<file path="src/rtl/switch_sched.sv">
// rtl/switch_sched.sv - NoC router control: round-robin queue write grant and XY-routing read FSM
// Optional feature macro: SWITCH_SCHED_TIMEOUT_EN (R_SEND stall timeout that drops the head flit)
module switch_sched #(
  parameter int ADDR_SIZE = 4,
  parameter int PORTS_NUM = 4,
  parameter int NODES_NUM = 9,
  parameter int MESH_X    = 3,
  parameter int ADDR      = 0,
  parameter int TIMEOUT   = 64
) (
  input  logic                 clk,
  input  logic                 a_rst,
  input  logic [PORTS_NUM:0]   req_i,
  output logic [PORTS_NUM:0]   ack_o,
  input  logic [PORTS_NUM:0]   rdy_i,
  output logic [PORTS_NUM:0]   vld_o,
  input  logic                 mem_full,
  input  logic                 mem_empty,
  input  logic [ADDR_SIZE-1:0] head_addr,
  output logic                 wr_req,
  output logic                 mem_readed,
  output logic [31:0]          in_port,
  output logic [31:0]          out_port,
  output logic                 err_o
);
  localparam int NP = PORTS_NUM + 1;
  localparam int PW = (NP > 1) ? $clog2(NP) : 1;
  localparam int AX = ADDR % MESH_X;
  localparam int AY = ADDR / MESH_X;

  localparam logic [1:0] R_IDLE  = 2'd0;
  localparam logic [1:0] R_ROUTE = 2'd1;
  localparam logic [1:0] R_SEND  = 2'd2;

  localparam logic [PW-1:0] P_N = PW'(0);
  localparam logic [PW-1:0] P_E = PW'(1);
  localparam logic [PW-1:0] P_S = PW'(2);
  localparam logic [PW-1:0] P_W = PW'(3);
  localparam logic [PW-1:0] P_L = PW'(PORTS_NUM);

  localparam logic [PORTS_NUM:0] ONE_HOT0 = {{PORTS_NUM{1'b0}}, 1'b1};

  logic [PW-1:0]  rr_ptr_q, rr_ptr_d, grant_idx;
  logic           grant_found;
  logic [1:0]     state_q, state_d;
  logic [PW-1:0]  port_q, port_d, route_port;
  logic           err_q, err_d;
  logic           addr_bad;
  logic           pop;
  logic [PORTS_NUM:0] vld;

`ifdef SWITCH_SCHED_TIMEOUT_EN
  logic [15:0]    tmo_q, tmo_d;
`else
  logic           unused_timeout;
  assign unused_timeout = (TIMEOUT != 0);
`endif

  // Round-robin search: first requester at or after rr_ptr, wrapping around the ring
  always_comb begin
    logic [PW-1:0] idx;
    idx         = '0;
    grant_found = 1'b0;
    grant_idx   = '0;
    for (int k = 0; k < NP; k++) begin
      idx = PW'((int'(rr_ptr_q) + k) % NP);
      if (!grant_found && req_i[idx]) begin
        grant_found = 1'b1;
        grant_idx   = idx;
      end
    end
  end

  assign wr_req   = grant_found & ~mem_full & ~a_rst;
  assign ack_o    = wr_req ? (ONE_HOT0 << grant_idx) : '0;
  assign in_port  = 32'(grant_idx);
  assign rr_ptr_d = wr_req ? PW'((int'(grant_idx) + 1) % NP) : rr_ptr_q;

  // XY routing of the head flit: resolve X first, then Y, else deliver locally
  always_comb begin
    int hx, hy;
    hx = int'(head_addr) % MESH_X;
    hy = int'(head_addr) / MESH_X;
    if (hx > AX)      route_port = P_E;
    else if (hx < AX) route_port = P_W;
    else if (hy > AY) route_port = P_S;
    else if (hy < AY) route_port = P_N;
    else              route_port = P_L;
  end

  assign addr_bad = (int'(head_addr) >= NODES_NUM);

  // Read FSM next state: idle -> route (latch port or drop bad flit) -> send with handshake
  always_comb begin
    state_d = state_q;
    port_d  = port_q;
    err_d   = err_q;
    pop     = 1'b0;
    vld     = '0;
`ifdef SWITCH_SCHED_TIMEOUT_EN
    tmo_d   = tmo_q;
`endif
    case (state_q)
      R_IDLE: begin
        if (!mem_empty) state_d = R_ROUTE;
      end
      R_ROUTE: begin
        if (addr_bad) begin
          pop     = 1'b1;
          err_d   = 1'b1;
          state_d = R_IDLE;
        end else begin
          port_d  = route_port;
          state_d = R_SEND;
`ifdef SWITCH_SCHED_TIMEOUT_EN
          tmo_d   = '0;
`endif
        end
      end
      R_SEND: begin
        vld = ONE_HOT0 << port_q;
        if (rdy_i[port_q]) begin
          pop     = 1'b1;
          state_d = R_IDLE;
        end
`ifdef SWITCH_SCHED_TIMEOUT_EN
        else if (tmo_q == 16'(TIMEOUT - 1)) begin
          pop     = 1'b1;
          err_d   = 1'b1;
          state_d = R_IDLE;
        end else begin
          tmo_d   = tmo_q + 16'd1;
        end
`endif
      end
      default: state_d = R_IDLE;
    endcase
  end

  assign vld_o      = a_rst ? '0 : vld;
  assign mem_readed = pop & ~a_rst;
  assign out_port   = 32'(port_q);
  assign err_o      = err_q;

  // State registers with synchronous active-high reset
  always_ff @(posedge clk) begin
    if (a_rst) begin
      rr_ptr_q <= '0;
      state_q  <= R_IDLE;
      port_q   <= '0;
      err_q    <= 1'b0;
`ifdef SWITCH_SCHED_TIMEOUT_EN
      tmo_q    <= '0;
`endif
    end else begin
      rr_ptr_q <= rr_ptr_d;
      state_q  <= state_d;
      port_q   <= port_d;
      err_q    <= err_d;
`ifdef SWITCH_SCHED_TIMEOUT_EN
      tmo_q    <= tmo_d;
`endif
    end
  end

endmodule

</file>
<file path="config.mk">
export PLATFORM = sky130hd
export DESIGN_NAME = switch_sched
export DESIGN_NICKNAME = d
export VERILOG_FILES = /design/src/rtl/switch_sched.sv
export SDC_FILE = /design/constraint.sdc
export NUM_CORES = 1
export LEC_CHECK = 0
export ABC_AREA = 1
export BUFFER_PORTS_ARGS = -buffer_cell sky130_fd_sc_hd__clkbuf_2
export CORE_UTILIZATION = 53
export DETAILED_ROUTE_END_ITERATION = 16
export GPL_ROUTABILITY_DRIVEN = 0
export PLACE_DENSITY = 0.83
export SLEW_MARGIN = 20
export SYNTH_ARGS = -nofsm -noshare
export SYNTH_HDL_FRONTEND = slang
export SYNTH_SLANG_ARGS = --single-unit
</file>
<file path="constraint.sdc">
create_clock -name clk -period 5 [get_ports clk]
set_clock_uncertainty 0.15 [all_clocks]
set_input_delay 0.5 -clock clk [delete_from_list [all_inputs] [get_ports clk]]
set_output_delay 0.5 -clock clk [all_outputs]
set_load 0.02 [all_outputs]
</file>
==> results of run 1 <==
[state kept, by name, indices dropped and copies added, names as in the netlist]
register and flops:
err_o 1, port_q 3, rr_ptr_q 3, state_q 2
[metrics by stage]
stage | area [um2] | worst slack (ns) | hold WS (ns) | setup TNS (ns) | instances
5_1_grt | 3050 | -0.0407 | 0.348 | -0.0676 | 593
3_5_place_dp | 2920 | 0.252 | 0.310 | 0 | 583
6_report | 3050 | 0.271 | 0.316 | 0 | 593
4_1_cts | 2970 | 0.0415 | 0.317 | 0 | 587
2_1_floorplan | 3090 | 0.619 | 0.307 | 0 | 537
3_3_place_gp | 2920 | 0.551 | 0.292 | 0 | 583
[per-layer routing]
metal / up-vias / GRT usage
met5: - / 0
li1: 1483 / -
met3: 14 / 0.00926
met2: 92 / 0.421
met1: 1280 / 0.240
met4: 0 / 0.0494
[how the worst max path moves through the flow]
stage                                   startpoint        to  slack (ns)  cells after the start
after detailed placement  rr_ptr_q[1]$_SDFFE_PP0P_  ack_o[4]        0.25                     29
after CTS                 rr_ptr_q[1]$_SDFFE_PP0P_  ack_o[4]        0.04                     29
final                     rr_ptr_q[1]$_SDFFE_PP0P_  ack_o[4]        0.27                     29
after floorplan           rr_ptr_q[0]$_SDFFE_PP0P_  ack_o[3]        0.62                     28
after global placement    rr_ptr_q[1]$_SDFFE_PP0P_  ack_o[4]        0.55                     27
after global routing      rr_ptr_q[1]$_SDFFE_PP0P_  ack_o[4]       -0.04                     29
[synthesized netlist by cell type, drive strengths merged]
master,number
nand4,10
xor2,5
nor3,7
nor2,38
conb,1
buf,60
o211ai,4
o21a,2
a21oi,12
or2,3
nand3b,3
and2,1
clkbuf,3
xnor2,1
nand2,132
ha,32
nand3,52
a41o,1
nor3b,1
o21ai,21
inv,81
a22oi,1
dfxtp,9
[worst register-to-register path, delay by kind of cell, from the launching register on]
| kind | cells | cell delay, ns |
|---|---|---|
| DFF | 1 | 0.36 |
| adders and majority gates | 5 | 1.12 |
| AOI/OAI and AO/OA | 2 | 0.27 |
| and+or+nand+nor | 14 | 1.52 |
| buffers and inverters | 8 | 0.53 |
| xor gates and xnor gates | 1 | 0.19 |
[cell families (layout without fill, tap and decap cells)]
group           after synthesis  in the layout  synth area share
compound gates               41             41            0.0908
xor+xnor                      6              6            0.0209
fa+ha+maj                    32             32             0.139
buf+inv                     144            130             0.267
flops                         9              9            0.0626
other cells                   1             58           0.00130
simple gates                247            247             0.418
[final cells by class]
cell class,instances,area share
multi-input cells,384,0.713
inverters,81,0.101
repair buffers,45,0.0821
flip-flops and latches,9,0.0595
well taps,70,0.0287
clock buffers,3,0.0135
clock inverters,1,0.00164
[what timing repair did]
| item | CTS | global route |
|---|---|---|
| endpoints found under the setup margin | 2 | 5 |
| pin swaps | 0 | 2 |
| resized for setup | 1 | 8 |
| setup buffers | 0 | 6 |
==> key figures, run 1 <==
Final layout
  – Post-layout util: 0.590
  – P&R area growth vs syn: 5.86%
  – Most frequent cells in the layout: nand2_1, inv_1, conb_1, nand3_1, clkbuf_2
  – Register area: 181 um2
  – Nets: 574
  – Multi-input gate area: 0.00217 mm2
  – Inserted Diodes: 0
  – Fill cells: 511
  – Leading cell type in the layout, fill and taps excluded: nand2_1
  – Layout cells sized above 1: 0.231

Timing
  – Max Clock Freq: roughly 210 MHz
  – Fin. Hold Viols: 0
  – Max-slew violation count: 0
  – Final period utilization: 0.946
  – Setup violations, final: 0
  – Tmin final: 4.73 ns

Critical path
  – End of the worst register-to-register path: rr_ptr_q[2]$_SDFFE_PP0P_
  – Crit-path max cell delay: 0.36 ns
  – Slowest cell on crit path: dfxtp_2
  – Cells on worst reg2reg path: 30
  – Required time of the critical path: ~4.4 ns
  – Cell mode on critical path: inv_1
  – Setup crit start kind: register
  – CP endpoint kind: output pin
  – CP top delay family: simple AND/OR/NAND/NOR gates
  – Worst R2R Setup Slack: 0.82 ns
  – FF-to-FF Start: rr_ptr_q[1]$_SDFFE_PP0P_
  – Setup CP Type: register to output pin
  – Crit path max fanout: 6
  – Count of buffer and inverter cells on the critical path: 8
  – Crit path DAT: 4.08 ns

Synthesis
  – Yosys top cell area share: 0.151
  – Synth Instances: 480
  – #FFs+latches synth: 9
  – Mean Syn Cell Area: 6.00 um2
  – Yosys Warn Count: 0
  – Area contributors post-synth: buf_4, nand2_1, ha_1
  – Post-synth cell types: 40
  – Register area share after synthesis: 0.0626
  – Synthesized area: 0.00288 mm2
  – Biggest area consumer among synthesized cells: buf_4

Global routing
  – Total grt overflow: 0
  – Vias in the first global route: between 2000 and 2500
  – Pin count of the biggest net entering global routing: 17
  – First-pass GRT wire length: about 9600 um
  – GRT Util Overall: 0.209
  – Initial antenna violation count: 0

Detailed routing
  – First DRT Iteration DRCs: between 150 and 200
  – Top layer reached by signal wires: met4
  – # DRC: 0
  – DR vias: roughly 2900
  – Drt pass-1 iters: 4
  – Post-Route WL: 6260 um
  – Wire per inst: about 11 um
  – Met2 WL: 3230 um
  – Final ANT Viol Nets: 0
  – Vias/cell: 4.84
  – WL met3: approximately 240 um
  – WL met1: 2690 um

Floorplan
  – Initial cell density of the core: 0.557
  – Die Area: 0.00573 mm2
  – # rows: 26
  – # IOs: 95
  – Die Y: about 76 um
  – Core area: 0.00517 mm2
  – Die W: 75.7 um

Clock network
  – Clock root cell: clkbuf_8
  – Maximum root-to-sink buffer count: 2
  – H-tree depth: 1
  – Clock transition at the registers of the reported paths: about 0.050 ns
  – Sink Count: 9
  – CTS tree: built
  – Num CTS Buffers: 3
  – Hold-fix buffers, CTS: 0
  – Worst-Skew Late Latency: approximately 0.23 ns

Place
  – Hpwl dp: ~5100 um
  – Port Buf Inserts: 36

Worst hold path
  – Hold Path End: err_o$_SDFFE_PP0P_
  – Hold Path Origin: err_o$_SDFFE_PP0P_
  – WHS Path Cells: 2
  – Min-delay worst type: register to register

Flow run
  – Max cap viols: 0

Outcome
  – Status: finished clean
Power of run 1 is not shown: default switching activity piles up to over one toggle a cycle in this logic, so the estimate is an artifact.
==> inputs of run 2 (changes only) <==
--- a/config.mk
+++ b/config.mk
@@ -7,10 +7,14 @@
 export LEC_CHECK = 0
 export ABC_AREA = 1
 export BUFFER_PORTS_ARGS = -buffer_cell sky130_fd_sc_hd__clkbuf_2
-export CORE_UTILIZATION = 53
+export CELL_PAD_IN_SITES_DETAIL_PLACEMENT = 0
+export CELL_PAD_IN_SITES_GLOBAL_PLACEMENT = 1
+export CORE_UTILIZATION = 35
+export CTS_CLUSTER_DIAMETER = 40
 export DETAILED_ROUTE_END_ITERATION = 16
 export GPL_ROUTABILITY_DRIVEN = 0
-export PLACE_DENSITY = 0.83
+export HOLD_SLACK_MARGIN = 0.05
+export PLACE_DENSITY_LB_ADDON = 0.1
 export SLEW_MARGIN = 20
 export SYNTH_ARGS = -nofsm -noshare
 export SYNTH_HDL_FRONTEND = slang
==> run 2 against run 1 <==
Net effect:
- worst hold slack got worse by 0.019 ns
- register-to-register slack better by 0.13 ns
- non-clock buffer count shrank 5
- sequential share of layout area hardly changed
- critical path depth up 1
- cell area grew 0.29%
- count of clock-buffer cells in the layout rose by 1
- core utilization fell by 20 points
- global-route usage decreased by 5.5 points
- setup slack improved by 0.14 ns
- flip-flop and latch count unchanged
- largest cell class unchanged
- die area rose by 50%
==> key figures, run 2 (synthesized netlist as in run 1, its figures left out) <==
Critical path
  – Crit path max fanout: 6 (unchanged)
  – Crit path DAT: 3.94 ns (-0.14 ns)
  – Cells on worst reg2reg path: 30 (unchanged)
  – Crit-path max cell delay: 0.35 ns (about the same)
  – Launch point of the worst path: rr_ptr_q[1]$_SDFFE_PP0P_
  – Setup CP Type: register to output pin
  – Count of buffer and inverter cells on the critical path: 9 (+1)
  – Crit. path cell count: 30 (+3.4%)
  – Required time of the critical path: 4.35 ns (about the same)
  – Slowest cell on crit path: dfxtp_2
  – Cell mode on critical path: inv_1
  – CP top delay family: simple AND/OR/NAND/NOR gates
  – FF-to-FF Start: rr_ptr_q[1]$_SDFFE_PP0P_
  – CP endpoint kind: output pin
  – Setup crit start kind: register

Final layout
  – Fill cells: 926 (+81%)
  – Inserted Diodes: 0 (unchanged)
  – Nets: 569 (-0.87%)
  – Layout cells sized above 1: 0.230 (-0.00163)
  – Leading cell type in the layout, fill and taps excluded: nand2_1
  – Top flop regs: port_q x3, rr_ptr_q x3, state_q x2
  – P&R area growth vs syn: 6.17%
  – Most frequent cells in the layout: nand2_1, inv_1, conb_1, nand3_1, clkbuf_2
  – Post-layout util: 0.390 (-0.200)

Worst hold path
  – Hold Path Origin: err_o$_SDFFE_PP0P_
  – Min-delay worst type: register to register
  – WHS Path Cells: 2 (unchanged)

Floorplan
  – Die W: 92.7 um (+22%)
  – Core area: 0.00785 mm2 (+52%)
  – Die Area: 0.00860 mm2 (+50%)
  – Die Y: 92.7 um (+22%)
  – # IOs: 95 (unchanged)
  – Initial cell density of the core: 0.367 (-0.190)
  – # rows: 32 (+23%)

Clock network
  – Clock transition at the registers of the reported paths: 0.04 ns (about the same)
  – H-tree depth: 1 (unchanged)
  – Clock root cell: clkbuf_8
  – Maximum root-to-sink buffer count: 2 (unchanged)
  – Hold-fix buffers, CTS: 0 (unchanged)
  – CTS tree: built
  – Worst-Skew Late Latency: 0.23 ns (about the same)
  – Num CTS Buffers: 3 (unchanged)
  – Sink Count: 9 (unchanged)

Timing
  – Max Clock Freq: 218 MHz (+3.0%)
  – Setup violations, final: 0 (unchanged)
  – Tmin final: 4.59 ns (-0.137 ns)
  – Hold WS: 0.297 ns (-0.0191 ns)
  – RSZ-0062 raised after global routing: false
  – Fin worst setup slack: 0.408 ns (+0.137 ns)
  – Final period utilization: 0.918 (-0.0274)
  – Max-slew violation count: 0 (unchanged)
  – Fin. Hold Viols: 0 (unchanged)
  – Setup TNS Final: 0 ns (unchanged)

Detailed routing
  – First DRT Iteration DRCs: 79 (-50%)
  – # DRC: 0 (unchanged)
  – Vias/cell: 4.49 (-7.2%)
  – Wire per inst: 10.4 um (-1.7%)
  – DR vias: 2784 (-3.0%)
  – Final ANT Viol Nets: 0 (unchanged)
  – Post-Route WL: 6430 um (+2.8%)
  – Drt pass-1 iters: 4 (unchanged)

Global routing
  – First-pass GRT wire length: 11000 um (+14%)
  – Pin count of the biggest net entering global routing: 17 (unchanged)
  – Total grt overflow: 0 (unchanged)
  – Vias in the first global route: 2565 (+4.4%)
  – GRT Util Overall: 0.154 (-0.0550)
  – Initial antenna violation count: 0 (unchanged)

Place
  – Dpl ws: 0.480 ns (+0.227 ns)
  – Hpwl dp: 5540 um (+7.7%)
  – Port Buf Inserts: 36 (unchanged)

Flow run
  – Max cap viols: 0 (unchanged)

Outcome
  – Status: finished clean
[run 2: cell types whose count changed in the layout (fill, tap and decap cells not counted), sizes merged]
cell and delta:
buf -5, clkbuf +1, clkinv -1
[run 2: worst paths after layout]
| kind | slack (ns) | endpoint |
|---|---|---|
| worst max-delay path | 0.41 | ack_o[3] |
| worst min-delay path | 0.30 | err_o$_SDFFE_PP0P_ |
| worst max register to register | 0.95 | rr_ptr_q[2]$_SDFFE_PP0P_ |
| worst min register to register | 0.30 | err_o$_SDFFE_PP0P_ |
[run 2: repair_timing]
item / 4_1_cts / 5_1_grt
setup buffers: 0 / 0
gates resized for setup: 0 / 12
setup endpoints to repair: 0 / 5
[run 2: routing by layer]
metal  vias to the layer above  GRT usage  wire (um)
met2                        56      0.299       3270
met5                         -          0          0
met3                         2     0.0115        182
met4                         0     0.0269         14
li1                       1471          -          -
met1                      1255      0.185       2960
[run 2: area by class of cell]
type                       instances  area (um2)  share of cell area
clock buffer                       4        45.0              0.0147
inverter                          81         307               0.100
multi-input combinational        384        2180               0.714
sequential                         9         181              0.0593
tap                              102         128              0.0417
timing repair buffer              40         213              0.0696
[run 2: metrics by stage]
| stage | cell area, um2 | cells |
|---|---|---|
| 2_1_floorplan | 3090 | 537 |
| 3_5_place_dp | 2970 | 616 |
| 3_3_place_gp | 2970 | 616 |
| 6_report | 3060 | 620 |
| 4_1_cts | 3010 | 620 |
| 5_1_grt | 3060 | 620 |
[run 2: worst min-delay path, stage by stage, from the launching register on]
cell	delay [ns]
dfxtp_1	0.30
inv_1	0.05
a21oi_1	0.05
Power of run 2 is left out for the same reason.
==> inputs of run 3 (changes only) <==
--- a/config.mk
+++ b/config.mk
@@ -5,11 +5,10 @@
 export SDC_FILE = /design/constraint.sdc
 export NUM_CORES = 1
 export LEC_CHECK = 0
-export ABC_AREA = 1
 export BUFFER_PORTS_ARGS = -buffer_cell sky130_fd_sc_hd__clkbuf_2
 export CELL_PAD_IN_SITES_DETAIL_PLACEMENT = 0
 export CELL_PAD_IN_SITES_GLOBAL_PLACEMENT = 1
-export CORE_UTILIZATION = 35
+export CORE_UTILIZATION = 39
 export CTS_CLUSTER_DIAMETER = 40
 export DETAILED_ROUTE_END_ITERATION = 16
 export GPL_ROUTABILITY_DRIVEN = 0
==> run 3 against run 2 <==
Net effect:
- fmax fell by 7.6%
- non-clock buffer count rose by 32
- via count rose by 12%
- register-to-register slack got worse by 0.41 ns
- synthesized area rose by 12%
- core utilization rose by 9.2 points
- flip-flop and latch count did not move
- routed wire length rose by 33%
- worst hold slack improved by 0.015 ns
- count of clock-buffer cells in the layout did not move
- critical path depth fell by 8
==> key figures, run 3 <==
Critical path
  – Setup CP Type: register to output pin
  – Crit path max fanout: 5 (-1)
  – CP endpoint kind: output pin
  – Cell mode on critical path: ha_4
  – Required time of the critical path: 4.35 ns (about the same)
  – Crit-path cells: inv_8 -> ha_4 -> inv_6 -> ha_4 -> inv_4 -> ha_4 -> or3_4 -> nand3_4 -> nand2_4 -> ha_4 -> nand2b_4 -> nand3_4 -> a2bb2oi_4 -> mux2i_4 -> o32ai_4 -> or3b_1 -> a32o_2 -> o22ai_4 -> nor2_1 -> ha_2 -> and2_4 -> buf_6
  – Setup crit start kind: register
  – Slowest cell on crit path: or3_4
  – Count of buffer and inverter cells on the critical path: 4 (-5)
  – Crit path DAT: 4.32 ns (+0.38 ns)
  – Crit-path max cell delay: 0.40 ns (+0.05 ns)
  – CP top delay family: simple AND/OR/NAND/NOR gates

Global routing
  – Global Route met1 Usage: 0.235 (+0.0498)
  – First-pass GRT wire length: 13400 um (+23%)
  – Vias in the first global route: 2828 (+10%)
  – Pin count of the biggest net entering global routing: 30 (+13)
  – Met3 GRT Util: 0.0122 (+0.000701)
  – Initial antenna violation count: 0 (unchanged)
  – Grt peak-use layer: met2
  – Met2 layer usage reported by global route: 0.357 (+0.0572)
  – GRT Util Overall: 0.190 (+0.0362)
  – Total grt overflow: 0 (unchanged)

Final layout
  – Register area: 189 um2 (+4.1%)
  – Leading cell type in the layout, fill and taps excluded: conb_1
  – Most frequent cells in the layout: conb_1, buf_4, clkbuf_2, nand2_1, nor2_1
  – Inserted Diodes: 0 (unchanged)
  – P&R area growth vs syn: 17.3%
  – Layout cells sized above 1: 0.310 (+0.0799)
  – Multi-input gate area: 0.00282 mm2 (+29%)
  – Top flop regs: port_q x3, rr_ptr_q x3, state_q x2
  – Post-layout util: 0.481 (+0.0918)
  – Fill cells: 789 (-15%)
  – Nets: 529 (-7.0%)

Floorplan
  – Die Area: 0.00867 mm2 (+0.83%)
  – Core area: 0.00789 mm2 (+0.51%)
  – Die W: 93.1 um (+0.42%)
  – # IOs: 95 (unchanged)
  – # rows: 32 (unchanged)
  – Die Y: 93.1 um (+0.42%)
  – Initial cell density of the core: 0.410 (+0.0433)

Detailed routing
  – Post-Route WL: 8530 um (+33%)
  – # DRC: 0 (unchanged)
  – DR vias: 3131 (+12%)
  – Final ANT Viol Nets: 0 (unchanged)
  – Wire per inst: 14.7 um (+42%)
  – Drt pass-1 iters: 4 (unchanged)
  – First DRT Iteration DRCs: 167 (+110%)
  – Vias/cell: 5.40 (+20%)

Synthesis
  – Area contributors post-synth: buf_4, ha_1, dfxtp_1
  – Synthesized area: 0.00324 mm2 (+12%)
  – Number of synthesized flops with an enable pin: 0 (unchanged)
  – Biggest area consumer among synthesized cells: buf_4
  – Synth Instances: 415 (-14%)
  – Yosys top cell area share: 0.137 (-0.0143)
  – Count leader, synth: buf_4
  – Yosys Warn Count: 0 (unchanged)
  – Register area share after synthesis: 0.0557 (-0.00689)
  – Post-synth cell types: 88 (+120%)
  – Top cells by count, synth: buf_4, ha_1, nand2_1, inv_1, nor2_1
  – Mean Syn Cell Area: 7.80 um2 (+30%)
  – Async set-reset flop share out of synthesis: 0 (unchanged)
  – #FFs+latches synth: 9 (unchanged)
  – Ys flop type: dfxtp_1

Clock network
  – H-tree depth: 1 (unchanged)
  – Maximum root-to-sink buffer count: 2 (unchanged)
  – Num CTS Buffers: 3 (unchanged)
  – Clock transition at the registers of the reported paths: 0.05 ns (about the same)
  – Clock root cell: clkbuf_8
  – Worst-Skew Late Latency: 0.23 ns (about the same)
  – Sink Count: 9 (unchanged)
  – CTS tree: built

Timing
  – Setup violations, final: 0 (unchanged)
  – Hold WS: 0.312 ns (+0.0149 ns)
  – Final period utilization: 0.994 (+0.0758)
  – Fin worst setup slack: 0.0289 ns (-0.379 ns)
  – Max-slew violation count: 0 (unchanged)
  – Relative slew slack: 0.568
  – RSZ-0062 raised after global routing: true
  – Worst-margin pin slew: 0.641 ns
  – Max Clock Freq: 201 MHz (-7.6%)
  – Fin. Hold Viols: 0 (unchanged)
  – Setup TNS Final: 0 ns (unchanged)
  – Tmin final: 4.97 ns (+0.379 ns)

Flow run
  – Max cap viols: 0 (unchanged)

Pwr
  – Clock power frac: 0.035
  – Internal power: between 0.001 and 0.0015 W
  – Sequential Power Share: 0.045
  – Leakage power: ~1.7 nW
  – Comb power frac: 0.921
  – Switching part of the total: 0.514
  – NetSw: 0.00129 W
  – Worst VDD drop: ~0.0002 V
  – Pwr/cell area: 664 mW/mm2

Place
  – Dpl ws: 0.0410 ns (-0.439 ns)
  – Port Buf Inserts: 36 (unchanged)
  – Hpwl dp: 6740 um (+22%)

Worst hold path
  – Min-delay worst type: register to register

Outcome
  – Status: finished clean
[run 3: changes by cell type in the layout (fill, tap and decap cells not counted), moves of 10 or more]
| cell | change |
|---|---|
| a21oi_1 | +10 |
| buf_4 | +31 |
| inv_1 | -47 |
| mux2i_1 | +14 |
| nand2_1 | -78 |
| nand2_2 | -27 |
| nand3_1 | -33 |
[run 3: stage by stage]
step / cells / cell area (um2) / power (W)
final: 580 / 3800 / 0.00252
after global routing: 580 / 3800 / 0.00273
after CTS: 571 / 3610 / 0.00230
after detailed placement: 560 / 3490 / 0.00208
after global placement: 560 / 3490 / 0.00208
after floorplan: 472 / 3600 / 0.00170
[run 3: path summary, 6_finish.rpt]
kind | from | end | slack [ns] | cells after the start
setup reg to reg | rr_ptr_q[0]$_SDFFE_PP0P_ | rr_ptr_q[2]$_SDFFE_PP0P_ | 0.54 | 22
setup / recovery | rr_ptr_q[0]$_SDFFE_PP0P_ | ack_o[3] | 0.03 | 22
hold / removal | err_o$_SDFFE_PP0P_ | err_o$_SDFFE_PP0P_ | 0.31 | 1
hold reg to reg | err_o$_SDFFE_PP0P_ | err_o$_SDFFE_PP0P_ | 0.31 | 1
[run 3: area by class of cell]
class / count / area share
multi-input combinational: 362 / 0.743
sequential: 9 / 0.0498
inverter: 31 / 0.0349
tap: 102 / 0.0336
timing repair buffer: 72 / 0.127
clock buffer: 4 / 0.0119
[run 3: cell families after synthesis]
family	synth area share
adders and majority gates	0.124
and+or+nand+nor	0.211
DFF	0.0557
muxes	0.0881
other	0.00116
buffers and inverters	0.205
xor gates and xnor gates	0.0379
AOI/OAI and AO/OA	0.278
[run 3: per-layer routing]
| layer | routed length, um | up-vias |
|---|---|---|
| li1 | - | 1522 |
| met1 | 3620 | 1490 |
| met2 | 4470 | 103 |
| met3 | 274 | 16 |
| met4 | 163 | 0 |
| met5 | 0 | - |
[run 3: power groups by stage]
stage | Combinational, W | Clock (W) | Sequential (W)
floorplan | 0.00159 | 0 | 0.000103
global placement | 0.00197 | 0 | 0.000110
detailed placement | 0.00197 | 0 | 0.000111
CTS | 0.00210 | 0.0000904 | 0.000111
global route | 0.00252 | 0.0000939 | 0.000115
finish | 0.00232 | 0.0000872 | 0.000113
[run 3: timing repair]
item / CTS / global route
pin swaps: 3 / 12
setup buffers: 7 / 9
hold buffers: 0 / 0
endpoints found under the setup margin: 5 / 5
endpoints found under the hold margin: 0 / 0
gates resized for setup: 5 / 36
No activity file was read; power rests on OpenSTA's default activity.
